===== src/rtl/ddr_issue_scheduler_if.sv =====
// Bundle of decode-side, PHY-side and status signals for ddr_issue_scheduler.
// slave = scheduler side, master = environment side.
`ifndef DDR_UOP_WIDTH
`define DDR_UOP_WIDTH 16
`endif

interface ddr_issue_scheduler_if #(
  parameter int unsigned PKT_W      = `DDR_UOP_WIDTH * 4,
  parameter int unsigned FIFO_DEPTH = 8
);
  localparam int unsigned CNT_W = $clog2(FIFO_DEPTH + 1);

  logic             ddr_valid;
  logic [PKT_W-1:0] ddr_uop;
  logic             sleep_req;
  logic [26:0]      sleep_cycles;
  logic             phy_valid;
  logic [PKT_W-1:0] phy_uop;
  logic             phy_ready;
  logic             decode_stall;
  logic             sleep_busy;
  logic [CNT_W-1:0] fifo_count;
  logic             err_overflow;
  logic             err_sleep;

  modport slave (
    input  ddr_valid, ddr_uop, sleep_req, sleep_cycles, phy_ready,
    output phy_valid, phy_uop, decode_stall, sleep_busy, fifo_count,
           err_overflow, err_sleep
  );

  modport master (
    output ddr_valid, ddr_uop, sleep_req, sleep_cycles, phy_ready,
    input  phy_valid, phy_uop, decode_stall, sleep_busy, fifo_count,
           err_overflow, err_sleep
  );
endinterface


===== src/rtl/ddr_issue_scheduler.sv =====
// In-order DDR packet FIFO with PHY valid/ready issue and SLEEP drain/idle sequencing.
// Optional statistics counters enabled by defining DDR_ISSUE_STAT_EN.
`ifndef DDR_UOP_WIDTH
`define DDR_UOP_WIDTH 16
`endif

module ddr_issue_scheduler #(
  parameter int unsigned FIFO_DEPTH   = 8,
  parameter int unsigned STALL_MARGIN = 2,
  parameter int unsigned PKT_W        = `DDR_UOP_WIDTH * 4
) (
  input  logic                  clk,
  input  logic                  rst_n,
  ddr_issue_scheduler_if.slave  bus
`ifdef DDR_ISSUE_STAT_EN
  ,
  output logic [32*4-1:0]       sched_stat
`endif
);

  localparam int unsigned PTR_W  = $clog2(FIFO_DEPTH);
  localparam int unsigned CNT_W  = $clog2(FIFO_DEPTH + 1);
  localparam int unsigned SLP_W  = 27;
  localparam int unsigned THRESH = FIFO_DEPTH - STALL_MARGIN;

  typedef enum logic [1:0] {
    IDLE  = 2'd0,
    DRAIN = 2'd1,
    SLEEP = 2'd2
  } state_t;

  state_t           state;
  logic [PKT_W-1:0] mem [FIFO_DEPTH];
  logic [PTR_W-1:0] wr_ptr;
  logic [PTR_W-1:0] rd_ptr;
  logic [CNT_W-1:0] count;
  logic [CNT_W-1:0] drain_cnt;
  logic [SLP_W-1:0] sleep_cnt;
  logic             ovf_q;
  logic             err_sleep_q;

  logic             empty;
  logic             full;
  logic             deq;
  logic             enq;
  logic             drop;
  logic [CNT_W-1:0] drain_calc;

  assign empty = (count == '0);
  assign full  = (count == CNT_W'(FIFO_DEPTH));

  // Issue path: head of registered storage, suppressed while the PHY bus idles.
  assign bus.phy_valid = !empty && (state != SLEEP);
  assign bus.phy_uop   = empty ? '0 : mem[rd_ptr];

  assign deq  = bus.phy_valid && bus.phy_ready;
  assign enq  = bus.ddr_valid && (!full || deq);
  assign drop = bus.ddr_valid && full && !deq;

  // Packets older than the SLEEP request; a same-cycle enqueue is younger.
  assign drain_calc = count - CNT_W'(deq);

  assign bus.fifo_count   = count;
  assign bus.sleep_busy   = (state != IDLE);
  assign bus.err_overflow = ovf_q;
  assign bus.err_sleep    = err_sleep_q;
  assign bus.decode_stall = (count >= CNT_W'(THRESH)) ||
                            ((state == DRAIN) && (count >= CNT_W'(THRESH)));

  always_ff @(posedge clk) begin
    if (enq) begin
      mem[wr_ptr] <= bus.ddr_uop;
    end
  end

  // Pointers, occupancy and overflow flag.
  always_ff @(posedge clk or negedge rst_n) begin
    if (!rst_n) begin
      wr_ptr <= '0;
      rd_ptr <= '0;
      count  <= '0;
      ovf_q  <= 1'b0;
    end else begin
      if (enq) begin
        wr_ptr <= wr_ptr + PTR_W'(1);
      end
      if (deq) begin
        rd_ptr <= rd_ptr + PTR_W'(1);
      end
      count <= count + CNT_W'(enq) - CNT_W'(deq);
      if (drop) begin
        ovf_q <= 1'b1;
      end
    end
  end

  // SLEEP sequencer: drain older packets, then hold the PHY bus idle.
  always_ff @(posedge clk or negedge rst_n) begin
    if (!rst_n) begin
      state       <= IDLE;
      drain_cnt   <= '0;
      sleep_cnt   <= '0;
      err_sleep_q <= 1'b0;
    end else begin
      if (bus.sleep_req && (state != IDLE)) begin
        err_sleep_q <= 1'b1;
      end
      case (state)
        IDLE: begin
          if (bus.sleep_req) begin
            drain_cnt <= drain_calc;
            sleep_cnt <= bus.sleep_cycles;
            if (drain_calc != '0) begin
              state <= DRAIN;
            end else if (bus.sleep_cycles != '0) begin
              state <= SLEEP;
            end
          end
        end
        DRAIN: begin
          if (deq) begin
            drain_cnt <= drain_cnt - CNT_W'(1);
            if (drain_cnt == CNT_W'(1)) begin
              state <= (sleep_cnt != '0) ? SLEEP : IDLE;
            end
          end
        end
        SLEEP: begin
          sleep_cnt <= sleep_cnt - SLP_W'(1);
          if (sleep_cnt <= SLP_W'(1)) begin
            state <= IDLE;
          end
        end
        default: state <= IDLE;
      endcase
    end
  end

`ifdef DDR_ISSUE_STAT_EN
  logic [31:0] issued_pkts;
  logic [31:0] phy_stall_cyc;
  logic [31:0] drain_cyc;
  logic [31:0] sleep_cyc;

  // Free-running event counters, cleared only by reset.
  always_ff @(posedge clk or negedge rst_n) begin
    if (!rst_n) begin
      issued_pkts   <= '0;
      phy_stall_cyc <= '0;
      drain_cyc     <= '0;
      sleep_cyc     <= '0;
    end else begin
      if (deq) begin
        issued_pkts <= issued_pkts + 32'd1;
      end
      if (bus.phy_valid && !bus.phy_ready) begin
        phy_stall_cyc <= phy_stall_cyc + 32'd1;
      end
      if (state == DRAIN) begin
        drain_cyc <= drain_cyc + 32'd1;
      end
      if (state == SLEEP) begin
        sleep_cyc <= sleep_cyc + 32'd1;
      end
    end
  end

  assign sched_stat = {sleep_cyc, drain_cyc, phy_stall_cyc, issued_pkts};
`endif

endmodule


===== src/flat_wrapper.sv =====
// flat-port wrapper written by rule: the top's interface ports become plain ports
module ddr_issue_scheduler_flat 
#(
  parameter int unsigned FIFO_DEPTH   = 8,
  parameter int unsigned STALL_MARGIN = 2,
  parameter int unsigned PKT_W        = `DDR_UOP_WIDTH * 4
)
  (clk, rst_n, bus_ddr_valid, bus_ddr_uop, bus_sleep_req, bus_sleep_cycles, bus_phy_ready, bus_phy_valid, bus_phy_uop, bus_decode_stall, bus_sleep_busy, bus_fifo_count, bus_err_overflow, bus_err_sleep);
  ddr_issue_scheduler_if #(.PKT_W(PKT_W), .FIFO_DEPTH(FIFO_DEPTH)) bus_i ();
  input  logic clk;
  input  logic rst_n;
  input wire logic [$bits(bus_i.ddr_valid)-1:0] bus_ddr_valid;
  input wire logic [$bits(bus_i.ddr_uop)-1:0] bus_ddr_uop;
  input wire logic [$bits(bus_i.sleep_req)-1:0] bus_sleep_req;
  input wire logic [$bits(bus_i.sleep_cycles)-1:0] bus_sleep_cycles;
  input wire logic [$bits(bus_i.phy_ready)-1:0] bus_phy_ready;
  output wire logic [$bits(bus_i.phy_valid)-1:0] bus_phy_valid;
  output wire logic [$bits(bus_i.phy_uop)-1:0] bus_phy_uop;
  output wire logic [$bits(bus_i.decode_stall)-1:0] bus_decode_stall;
  output wire logic [$bits(bus_i.sleep_busy)-1:0] bus_sleep_busy;
  output wire logic [$bits(bus_i.fifo_count)-1:0] bus_fifo_count;
  output wire logic [$bits(bus_i.err_overflow)-1:0] bus_err_overflow;
  output wire logic [$bits(bus_i.err_sleep)-1:0] bus_err_sleep;
  assign bus_i.ddr_valid = bus_ddr_valid;
  assign bus_i.ddr_uop = bus_ddr_uop;
  assign bus_i.sleep_req = bus_sleep_req;
  assign bus_i.sleep_cycles = bus_sleep_cycles;
  assign bus_i.phy_ready = bus_phy_ready;
  assign bus_phy_valid = bus_i.phy_valid;
  assign bus_phy_uop = bus_i.phy_uop;
  assign bus_decode_stall = bus_i.decode_stall;
  assign bus_sleep_busy = bus_i.sleep_busy;
  assign bus_fifo_count = bus_i.fifo_count;
  assign bus_err_overflow = bus_i.err_overflow;
  assign bus_err_sleep = bus_i.err_sleep;
  ddr_issue_scheduler #(.FIFO_DEPTH(FIFO_DEPTH), .STALL_MARGIN(STALL_MARGIN), .PKT_W(PKT_W)) u_core (.clk(clk), .rst_n(rst_n), .bus(bus_i));
endmodule

===== config.mk =====
export PLATFORM = sky130hd
export DESIGN_NAME = ddr_issue_scheduler_flat
export DESIGN_NICKNAME = d
export VERILOG_FILES = /design/src/rtl/ddr_issue_scheduler_if.sv /design/src/rtl/ddr_issue_scheduler.sv /design/src/flat_wrapper.sv
export SDC_FILE = /design/constraint.sdc
export NUM_CORES = 1
export LEC_CHECK = 0
export CAP_MARGIN = 20
export CORE_ASPECT_RATIO = 1.1
export CORE_MARGIN = 1
export CORE_UTILIZATION = 60
export DETAILED_ROUTE_END_ITERATION = 12
export PLACE_DENSITY_LB_ADDON = 0.2
export SYNTH_ARGS = -nofsm -noshare
export SYNTH_HDL_FRONTEND = slang
export SYNTH_SLANG_ARGS = --single-unit

===== constraint.sdc =====
create_clock -name clk -period 24.3 [get_ports clk]
set_clock_uncertainty 0.2 [all_clocks]
set_input_delay 7.29 -clock clk [delete_from_list [all_inputs] [get_ports clk]]
set_output_delay 7.29 -clock clk [all_outputs]
set_load 0.005 [all_outputs]

==> metrics.json, run 1 <==
{
  "detailroute.via_count": {"value": 11800},
  "drive_gt1_frac": {"value": 0.179},
  "clock_path_buffers": {"value": 3},
  "ctsRootBufferMaster": {"value": "clkbuf_16"},
  "cts_post_setup_buffers_inserted": {"value": 0},
  "synth.net_count": {"value": 1286},
  "ir_worst_vdd": {"value": 82.7, "unit": "uV"},
  "top_layer_used": {"value": "met5"},
  "internal-power": {"value": 2.19, "unit": "mW"},
  "via_count_of_the_first_global_routing_pass": {"value": 11900},
  "postSynthCellCount": {"value": 1172},
  "crit_path_cell_trace": {"value": "buf_4, mux4_2, mux2i_1, nor2_1, clkdlybuf4s50_1"},
  "post-synth-top-area-cell": {"value": "edfxtp_1"},
  "max_cap_viol_count": {"value": 0},
  "clkLatencyLatePin": {"value": 0.57, "unit": "ns"},
  "netSwitchingPower": {"value": 0.946, "unit": "mW"},
  "p_clk_frac": {"value": 0.244},
  "wl_met1": {"value": 18.7, "unit": "mm"},
  "placedCellCount": {"value": 1792},
  "cpMaxStageDelayCell": {"value": "dfrtp_4"},
  "clock_sink_count": {"value": 557},
  "ys_ff_latch": {"value": 557},
  "drt_drc_violations_left": {"value": 0},
  "numPortBuffers": {"value": 168},
  "io_pins": {"value": 169},
  "die_height": {"value": 204, "unit": "um"},
  "worst-r2r-setup-slack": {"value": 20.19, "unit": "ns"},
  "grt_antenna_before_repair": {"value": 3},
  "route.met2.wl": {"value": 23.1, "unit": "mm"},
  "path_buf_inv": {"value": 2},
  "postRouteWirelength": {"value": 45.6, "unit": "mm"},
  "crit-reg2reg-launch": {"value": "u_core.state[0]"},
  "reg2reg_to": {"value": "u_core.mem[7][28]"},
  "floorplan.die_area": {"value": 38000, "unit": "um^2"},
  "drv_slew": {"value": 0},
  "synth_enable_flop_cells": {"value": 512},
  "yosys_warnings": {"value": 0},
  "drt-pass1-iter-count": {"value": 5},
  "maxClockFrequency": {"value": 88.5, "unit": "MHz"},
  "maximum_number_of_pins_on_one_net_before_global_route_repair": {"value": 71},
  "post_cts_resize_count": {"value": 0},
  "synth_top_cells_by_area": {"value": "edfxtp_1, mux4_2, dfrtp_1, mux2i_1, nor2_1"},
  "power_density_over_cell_area": {"value": 119, "unit": "nW/um^2"},
  "worst_tran_pin_value": {"value": 1.06, "unit": "ns"},
  "critical_path_arrival": {"value": 3.81, "unit": "ns"},
  "finalWorstPathRequiredPeriod": {"value": 11.30, "unit": "ns"},
  "share_seq_of_total_power": {"value": 0.428},
  "worst_r2r_path_depth": {"value": 9},
  "slew_headroom": {"value": 0.288},
  "globalRouteTotalUtil": {"value": 0.248},
  "max_stage_delay": {"value": 1.12, "unit": "ns"},
  "routability_congestion_estimate_from_global_placement": {"value": 0.849},
  "postCtsHoldBufs": {"value": 0},
  "setup_tns_final": {"value": 0, "unit": "ns"},
  "detailedRoute.firstIterationViolations": {"value": 1061},
  "core_area": {"value": 36400, "unit": "um^2"},
  "clk_pin_slew_worst_paths": {"value": 0.06, "unit": "ns"},
  "vias_per_cell": {"value": 6.23},
  "hpwl": {"value": 24.6, "unit": "mm"},
  "worstSetupPathDepth": {"value": 5},
  "most_numerous_cell_types_in_the_synthesized_netlist": {"value": "edfxtp_1, mux4_2, nor2_1"},
  "timing.critical_path.from": {"value": "u_core.rd_ptr[1]"},
  "required": {"value": 16.81, "unit": "ns"},
  "cp_max_fo": {"value": 70},
  "rows": {"value": 73},
  "status": {"value": "finished clean"},
  "end_point_of_the_critical_path": {"value": "bus_phy_uop[39]"},
  "cts_tree": {"value": "yes"},
  "stdcell_count": {"value": 1886},
  "globalRouteOverflowTotal": {"value": 0},
  "hold_viol_final": {"value": 0},
  "final.period_utilization": {"value": 0.465},
  "synth-async-reset-ratio": {"value": 0.0808},
  "area_growth_syn_to_layout": {"value": 17.6, "unit": "%"},
  "timing.final.setup_violations": {"value": 0},
  "wl_met3": {"value": 2.88, "unit": "mm"},
  "initial_utilization": {"value": 0.614},
  "setup.worst_path.class": {"value": "register to output port"},
  "power.share.switching": {"value": 0.302},
  "avgSynthCellArea": {"value": 19.1, "unit": "um^2"},
  "synth_top_area_frac": {"value": 0.688},
  "netlist_area": {"value": 22400, "unit": "um^2"},
  "cp-end-kind": {"value": "output port"},
  "ant_nets": {"value": 0},
  "design.final.nets": {"value": 1476},
  "h-tree-depth": {"value": 2},
  "synth.yosys.seq_area_share": {"value": 0.738},
  "worst_hold_path_type": {"value": "register to register"},
  "crit_family": {"value": "buffers and inverters"},
  "synth_most_common_cell": {"value": "edfxtp_1"},
  "cp-start-kind": {"value": "register"},
  "synth_top_flop_cell": {"value": "edfxtp_1"},
  "synth_cell_type_count": {"value": 60},
  "route.detailed.wl_per_inst": {"value": 24.2, "unit": "um"},
  "rsz0062_at_grt": {"value": "no"},
  "cellLeakagePower": {"value": 8.75, "unit": "nW"},
  "comb_pwr_share": {"value": 0.327},
  "first_pass_grt_wire_length": {"value": 69.2, "unit": "mm"},
  "die_width": {"value": 186, "unit": "um"},
  "tritoncts.num_buffers": {"value": 53}
}
per-stage QoR:
step                utilization  power [mW]  hold WS, ns  area, um^2  setup slack (ns)
CTS                       0.720        3.16        0.279       26200             12.95
detailed placement        0.676        2.39        0.265       24600             13.57
floorplan                     -        1.96        0.268       22400              9.16
finish                    0.721        3.14        0.280       26300             13.00
global route              0.721        3.29        0.303       26300             12.79
global placement          0.676        2.37        0.279       24600             13.54
power groups by stage:
stage	clock, mW	combinational (mW)	sequential [mW]
CTS	0.777	1.04	1.34
global route	0.812	1.11	1.36
finish	0.767	1.03	1.34
floorplan	0	0.660	1.30
global placement	0	1.02	1.35
detailed placement	0	1.03	1.36
how the worst min path moves through the flow:
stage	cells past startpoint	slack, ns	start	to
after global routing	1	0.30	u_core.bus.err_sleep	u_core.bus.err_sleep
after CTS	1	0.28	u_core.bus.err_sleep	u_core.bus.err_sleep
after detailed placement	1	0.27	u_core.bus.err_sleep	u_core.bus.err_sleep
after global placement	1	0.28	u_core.bus.err_sleep	u_core.bus.err_sleep
after floorplan	1	0.27	u_core.bus.err_overflow	u_core.bus.err_overflow
final	1	0.28	u_core.bus.err_sleep	u_core.bus.err_sleep
cells by family after synthesis:
logic type,synth area share
multiplexers,0.160
XOR/XNOR,0.00274
buffers and inverters,0.0144
flip-flops,0.738
AND/OR/NAND/NOR,0.0456
adder cells (fa/ha/maj),0.0104
AO/OA/AOI/OAI,0.0285
cell type report:
| class | instances | area (um^2) |
|---|---|---|
| clock inverter | 29 | 221 |
| sequential | 557 | 16500 |
| tap | 487 | 609 |
| timing repair buffer | 192 | 1890 |
| fill | 2162 | 10100 |
| clock buffer | 62 | 1380 |
| antenna | 1 | 2.50 |
| inverter | 25 | 93.8 |
| multi-input combinational | 533 | 5580 |
placed cells by master (no fill, tap or decap), types with 3 or more instances in the layout:
cell,synthesis,final
nor3_1,19,16
and3_1,3,3
o31a_1,3,3
clkinv_1,0,9
nand2_1,34,34
o211ai_1,5,5
o32ai_1,3,3
inv_1,24,24
dfrtp_4,0,3
clkdlybuf4s50_1,0,167
mux4_2,128,128
o21ai_0,24,23
nand2b_1,5,5
clkbuf_16,0,54
nor2_1,97,96
a21oi_1,21,21
buf_4,0,22
o22ai_1,4,4
nor4_1,10,9
a32oi_1,3,3
or3_1,5,5
mux2i_1,68,68
xnor2_1,4,4
o22a_1,5,5
a31oi_1,10,10
o21a_1,3,3
clkinvlp_4,0,3
nor3_2,0,3
dfrtp_1,45,42
nand3_1,12,12
nand4_1,8,8
clkinv_2,0,11
ha_1,17,17
xor2_1,3,3
edfxtp_1,512,512
clkbuf_1,37,8
per-layer routing:
layer,vias to the layer above,track usage
li1,5134,-
met1,6088,0.350
met2,449,0.404
met3,78,0.0396
met4,4,0.0717
met5,-,0
worst register-to-register path, stage by stage (launching register included):
cell and delay [ns]:
dfrtp_1 0.55, buf_4 0.32, nand2b_1 0.31, nand3_1 0.22, nand3_1 0.17, nand2_1 0.17, inv_2 0.16, nand2_1 0.18
nor2_4 0.66, buf_4 0.75
sequential cells by signal, indices dropped and copies added, names as in the netlist:
register and flops:
u_core.mem 512, u_core.drain_cnt 4, u_core.bus.err_overflow 1, u_core.sleep_cnt 27, u_core.bus.err_sleep 1, u_core.state 2
u_core.bus.fifo_count 4, u_core.rd_ptr 3, u_core.wr_ptr 3
No activity file was read; power rests on OpenSTA's default activity.
==> run 2, diff against run 1 <==
CORE_UTILIZATION = 58   (was 60)
clock period = 11.6 ns   (was 24.3 ns; I/O delays follow)
==> metrics.json, run 2 (same netlist as run 1, synthesis figures left out) <==
{
  "layout.cells.most_common": {"value": "edfxtp_1"},
  "ctsRootBufferMaster": {"value": "clkbuf_16"},
  "finalWorstPathRequiredPeriod": {"value": 7.52, "unit": "ns"},
  "maxClockFrequency": {"value": 133, "unit": "MHz"},
  "globalRouteTotalUtil": {"value": 0.229},
  "hold_viol_final": {"value": 0},
  "max_cap_viol_count": {"value": 0},
  "globalRouteOverflowTotal": {"value": 0},
  "status": {"value": "finished clean"},
  "clock_sink_count": {"value": 557},
  "flip_flop_count_of_the_largest_register_all_copies_and_words_added": {"value": 512},
  "setup_tns_final": {"value": 0, "unit": "ns"},
  "ant_nets": {"value": 0},
  "drt-pass1-iter-count": {"value": 7},
  "drive_gt1_frac": {"value": 0.174},
  "vias_per_cell": {"value": 6.08},
  "via_count_of_the_first_global_routing_pass": {"value": 11700},
  "route.detailed.wl_per_inst": {"value": 23.3, "unit": "um"},
  "hold_slack": {"value": 0.270, "unit": "ns"},
  "setup.worst_path.class": {"value": "register to output port"},
  "grt_busiest_layer": {"value": "met2"},
  "grt_antenna_before_repair": {"value": 2},
  "postRouteWirelength": {"value": 44.3, "unit": "mm"},
  "design.final.nets": {"value": 1477},
  "postCtsHoldBufs": {"value": 0},
  "die_height": {"value": 208, "unit": "um"},
  "met2_usage": {"value": 0.379},
  "cp_max_fo": {"value": 66},
  "cellLeakagePower": {"value": 8.76, "unit": "nW"},
  "final_cell_mix": {"value": "edfxtp_1, clkdlybuf4s50_1, mux4_2"},
  "detailedRoute.firstIterationViolations": {"value": 922},
  "io_pins": {"value": 169},
  "timing.final.setup_violations": {"value": 0},
  "numPortBuffers": {"value": 168},
  "ir_worst_vdd": {"value": 177, "unit": "uV"},
  "area_growth_syn_to_layout": {"value": 17.7, "unit": "%"},
  "floorplan.die_area": {"value": 39300, "unit": "um^2"},
  "h-tree-depth": {"value": 2},
  "core_area": {"value": 38100, "unit": "um^2"},
  "reg_top3": {"value": "u_core.mem x512, u_core.sleep_cnt x27"},
  "critical_path_arrival": {"value": 3.84, "unit": "ns"},
  "detailroute.via_count": {"value": 11500},
  "grt.met1_usage": {"value": 0.321},
  "worst_tran_pin_value": {"value": 1.09, "unit": "ns"},
  "tritoncts.num_buffers": {"value": 54},
  "required": {"value": 7.92, "unit": "ns"},
  "die_width": {"value": 189, "unit": "um"},
  "cp-end-kind": {"value": "output port"},
  "clock_path_buffers": {"value": 3},
  "rsz0062_at_grt": {"value": "no"},
  "maximum_number_of_pins_on_one_net_before_global_route_repair": {"value": 67},
  "grtUsageMet3": {"value": 0.0374},
  "initial_utilization": {"value": 0.587},
  "drt_drc_violations_left": {"value": 0},
  "cp-start-kind": {"value": "register"},
  "power_density_over_cell_area": {"value": 248, "unit": "nW/um^2"},
  "slew_headroom": {"value": 0.272},
  "final.period_utilization": {"value": 0.648},
  "rows": {"value": 75},
  "worst_hold_path_type": {"value": "register to register"},
  "clk_pin_slew_worst_paths": {"value": 0.06, "unit": "ns"},
  "drv_slew": {"value": 0},
  "post_cts_resize_count": {"value": 0},
  "routability_congestion_estimate_from_global_placement": {"value": 0.829},
  "cts_tree": {"value": "yes"},
  "clkLatencyLatePin": {"value": 0.56, "unit": "ns"},
  "cts_post_setup_buffers_inserted": {"value": 0},
  "max_flop_register": {"value": "u_core.mem"},
  "first_pass_grt_wire_length": {"value": 67.7, "unit": "mm"},
  "hpwl": {"value": 24.1, "unit": "mm"}
}
run 2: cell types whose count changed in the layout (fill, tap and decap cells not counted):
cell        previous run  this run
buf_4                 22        21
clkinvlp_4             3         0
clkinv_1               9         8
clkinv_8               2         1
buf_16                 1         2
bufinv_16              2         3
clkbuf_1               8        15
clkinv_2              11         9
diode_2                1         2
clkinv_4               2         0
run 2: worst paths after layout:
kind | startpoint | endpoint | slack [ns] | cells after the start
max in group asynchronous | rst_n | u_core.rd_ptr[0] | 8.12 | 2
min | u_core.bus.err_sleep | u_core.bus.err_sleep | 0.27 | 1
min reg2reg | u_core.bus.err_sleep | u_core.bus.err_sleep | 0.27 | 1
max reg2reg | u_core.bus.fifo_count[2] | u_core.mem[7][14] | 8.04 | 10
max | u_core.rd_ptr[1] | bus_phy_uop[2] | 4.08 | 5
min in group asynchronous | rst_n | u_core.sleep_cnt[15] | 2.58 | 1
run 2: stage by stage:
step                utilization  worst slack, ns  area (um^2)  power (mW)  instances
detailed placement        0.647             4.52        24600        4.99       1804
finish                    0.691             4.08        26300        6.53       1899
floorplan                     -            0.270        22400        4.11       1172
global route              0.691             3.90        26300        6.86       1899
CTS                       0.689             3.88        26200        6.60       1894
global placement          0.647             4.52        24600        4.95       1804
run 2: power by group:
part	switching (mW)	total [mW]	internal, mW
combinational	0.981	2.12	1.14
sequential	0.263	2.81	2.55
clock	0.683	1.60	0.915
total	1.93	6.53	4.61
run 2: area by class of cell:
type	instances	area, um^2
Antenna cell	2	5.00
Clock buffer	69	1410
Clock inverter	21	181
Fill cell	2508	11800
Inverter	25	93.8
Multi-Input combinational cell	533	5580
Sequential cell	557	16500
Tap cell	500	626
Timing Repair Buffer	192	1910
run 2: routing by layer:
layer / part of all wire / vias up / routed length (um)
li1: - / 5131 / -
met1: 0.42 / 5981 / 18700
met2: 0.50 / 364 / 22300
met3: 0.056 / 64 / 2480
met4: 0.020 / 0 / 865
met5: 0 / - / 0
run 2: critical path, cell delays in order, from the launching register on:
cell and delay, ns:
dfrtp_4 1.04, buf_4 0.89, mux4_2 0.38, mux2i_1 0.07, nor2_1 0.24, clkdlybuf4s50_1 0.56
==> run 3, diff against run 2 <==
CORE_UTILIZATION = 53   (was 58)
clock period = 6.18 ns   (was 11.6 ns; I/O delays follow)
==> metrics.json, run 3 (same netlist as run 1, synthesis figures left out) <==
{
  "detailroute.via_count": {"value": 11500},
  "ant_nets": {"value": 0},
  "final_cell_mix": {"value": "edfxtp_1, clkdlybuf4s50_1, mux4_2"},
  "required": {"value": 4.13, "unit": "ns"},
  "ir_worst_vdd": {"value": 335, "unit": "uV"},
  "setup.worst_path.class": {"value": "register to output port"},
  "max_flop_register": {"value": "u_core.mem"},
  "rows": {"value": 78},
  "clk_pin_slew_worst_paths": {"value": 0.06, "unit": "ns"},
  "route.detailed.wl_per_inst": {"value": 23.2, "unit": "um"},
  "grt_busiest_layer": {"value": "met2"},
  "drt_drc_violations_left": {"value": 0},
  "postCtsHoldBufs": {"value": 0},
  "routability_congestion_estimate_from_global_placement": {"value": 0.835},
  "cp-end-kind": {"value": "output port"},
  "nFillCells": {"value": 2937},
  "setup_tns_final": {"value": 0, "unit": "ns"},
  "clkLatencyLatePin": {"value": 0.59, "unit": "ns"},
  "numPortBuffers": {"value": 168},
  "initial_utilization": {"value": 0.540},
  "worst-r2r-setup-slack": {"value": 2.58, "unit": "ns"},
  "power_density_over_cell_area": {"value": 471, "unit": "nW/um^2"},
  "drt-pass1-iter-count": {"value": 5},
  "multiInputGateArea": {"value": 5600, "unit": "um^2"},
  "reg_top3": {"value": "u_core.mem x512, u_core.sleep_cnt x27"},
  "via_count_of_the_first_global_routing_pass": {"value": 11800},
  "timing.critical_path.from": {"value": "u_core.rd_ptr[1]"},
  "stdcell_count": {"value": 1978},
  "detailedPlace.worstSlack": {"value": 1.30, "unit": "ns"},
  "globalRouteOverflowTotal": {"value": 0},
  "status": {"value": "finished clean"},
  "core_area": {"value": 41400, "unit": "um^2"},
  "grtUsageMet3": {"value": 0.0461},
  "vias_per_cell": {"value": 5.81},
  "hold_viol_final": {"value": 0},
  "worst_hold_path_type": {"value": "register to register"},
  "rsz0062_at_grt": {"value": "no"},
  "met2_usage": {"value": 0.377},
  "sequential_cell_area": {"value": 16500, "unit": "um^2"},
  "slew_headroom": {"value": 0.347},
  "tritoncts.num_buffers": {"value": 55},
  "worst_tran_pin_value": {"value": 0.979, "unit": "ns"},
  "die_width": {"value": 198, "unit": "um"},
  "clock_sink_count": {"value": 557},
  "grt_antenna_before_repair": {"value": 4},
  "final.period_utilization": {"value": 0.842},
  "timing.final.setup_violations": {"value": 0},
  "first_pass_grt_wire_length": {"value": 70.2, "unit": "mm"},
  "finalPower": {"value": 12.6, "unit": "mW"},
  "hpwl": {"value": 25.6, "unit": "mm"},
  "cp-start-kind": {"value": "register"},
  "area_growth_syn_to_layout": {"value": 19.4, "unit": "%"},
  "drv_slew": {"value": 0},
  "postRouteWirelength": {"value": 45.9, "unit": "mm"},
  "crit-reg2reg-launch": {"value": "u_core.state[0]"},
  "flip_flop_count_of_the_largest_register_all_copies_and_words_added": {"value": 512},
  "floorplan.die_area": {"value": 43000, "unit": "um^2"},
  "die_height": {"value": 217, "unit": "um"},
  "globalRouteTotalUtil": {"value": 0.220},
  "cellLeakagePower": {"value": 8.88, "unit": "nW"},
  "h-tree-depth": {"value": 2},
  "end_point_of_the_critical_path": {"value": "bus_phy_uop[1]"},
  "clock_path_buffers": {"value": 3},
  "design.final.nets": {"value": 1486},
  "post_cts_resize_count": {"value": 0},
  "drive_gt1_frac": {"value": 0.179},
  "ctsRootBufferMaster": {"value": "clkbuf_16"},
  "cts_tree": {"value": "yes"},
  "critical_path_arrival": {"value": 3.15, "unit": "ns"},
  "grt.met1_usage": {"value": 0.293},
  "finalWorstPathRequiredPeriod": {"value": 5.20, "unit": "ns"},
  "maximum_number_of_pins_on_one_net_before_global_route_repair": {"value": 65},
  "max_cap_viol_count": {"value": 0},
  "layout_setup_ws": {"value": 0.976, "unit": "ns"},
  "cp_max_fo": {"value": 64},
  "detailedRoute.firstIterationViolations": {"value": 665},
  "io_pins": {"value": 169},
  "layout.cells.most_common": {"value": "edfxtp_1"},
  "placedCellCount": {"value": 1875},
  "maxClockFrequency": {"value": 192, "unit": "MHz"},
  "cts_post_setup_buffers_inserted": {"value": 0},
  "worst_r2r_path_depth": {"value": 8},
  "reg2reg_to": {"value": "u_core.mem[5][29]"}
}
## run 3: cell count changes in the layout (fill, tap and decap cells not counted), moves of 2 or more
cell,delta
buf_12,+10
buf_16,-2
clkbuf_1,+4
clkbuf_16,+3
clkinv_1,+4
clkinv_2,-3
## run 3: layout make-up
cell class / count / share of cell area
clock buffer: 77 / 0.0566
clock inverter: 24 / 0.00834
antenna: 2 / 0.000187
tap: 560 / 0.0262
timing repair buffer: 200 / 0.0769
multi-input combinational: 533 / 0.210
inverter: 25 / 0.00351
sequential: 557 / 0.618
## run 3: stage by stage
step	utilization	cell area, um^2	hold WS (ns)
2_1_floorplan	-	22400	0.268
3_3_place_gp	0.603	25000	0.264
3_5_place_dp	0.603	25000	0.270
4_1_cts	0.645	26700	0.286
5_1_grt	0.645	26700	0.307
6_report	0.645	26700	0.274
## run 3: worst max-delay path: stages (launching register included)
cell             delay, ns
dfrtp_4               1.06
buf_4                 0.40
mux4_2                0.34
mux2i_1               0.15
nor2_1                0.07
clkdlybuf4s50_1       0.50
## run 3: per-layer routing
metal	routed length [um]	share of wire
met5	24	0.00052
met4	636	0.014
met3	2570	0.056
met2	23500	0.51
met1	19300	0.42
## run 3: power breakdown
| part | switching, mW | total [mW] | internal [mW] |
|---|---|---|---|
| registers | 0.491 | 5.28 | 4.79 |
| clock network | 1.34 | 3.21 | 1.87 |
| logic | 1.90 | 4.10 | 2.20 |
## run 3: worst min-delay path by stage
| stage | startpoint | to | slack, ns | cells after the start |
|---|---|---|---|---|
| 2_1_floorplan | u_core.bus.err_overflow | u_core.bus.err_overflow | 0.27 | 1 |
| 3_3_place_gp | u_core.bus.err_sleep | u_core.bus.err_sleep | 0.26 | 1 |
| 3_5_place_dp | u_core.bus.err_sleep | u_core.bus.err_sleep | 0.27 | 1 |
| 4_1_cts | u_core.bus.err_sleep | u_core.bus.err_sleep | 0.29 | 1 |
| 5_1_grt | u_core.bus.err_sleep | u_core.bus.err_sleep | 0.31 | 1 |
| 6_report | u_core.bus.err_sleep | u_core.bus.err_sleep | 0.27 | 1 |
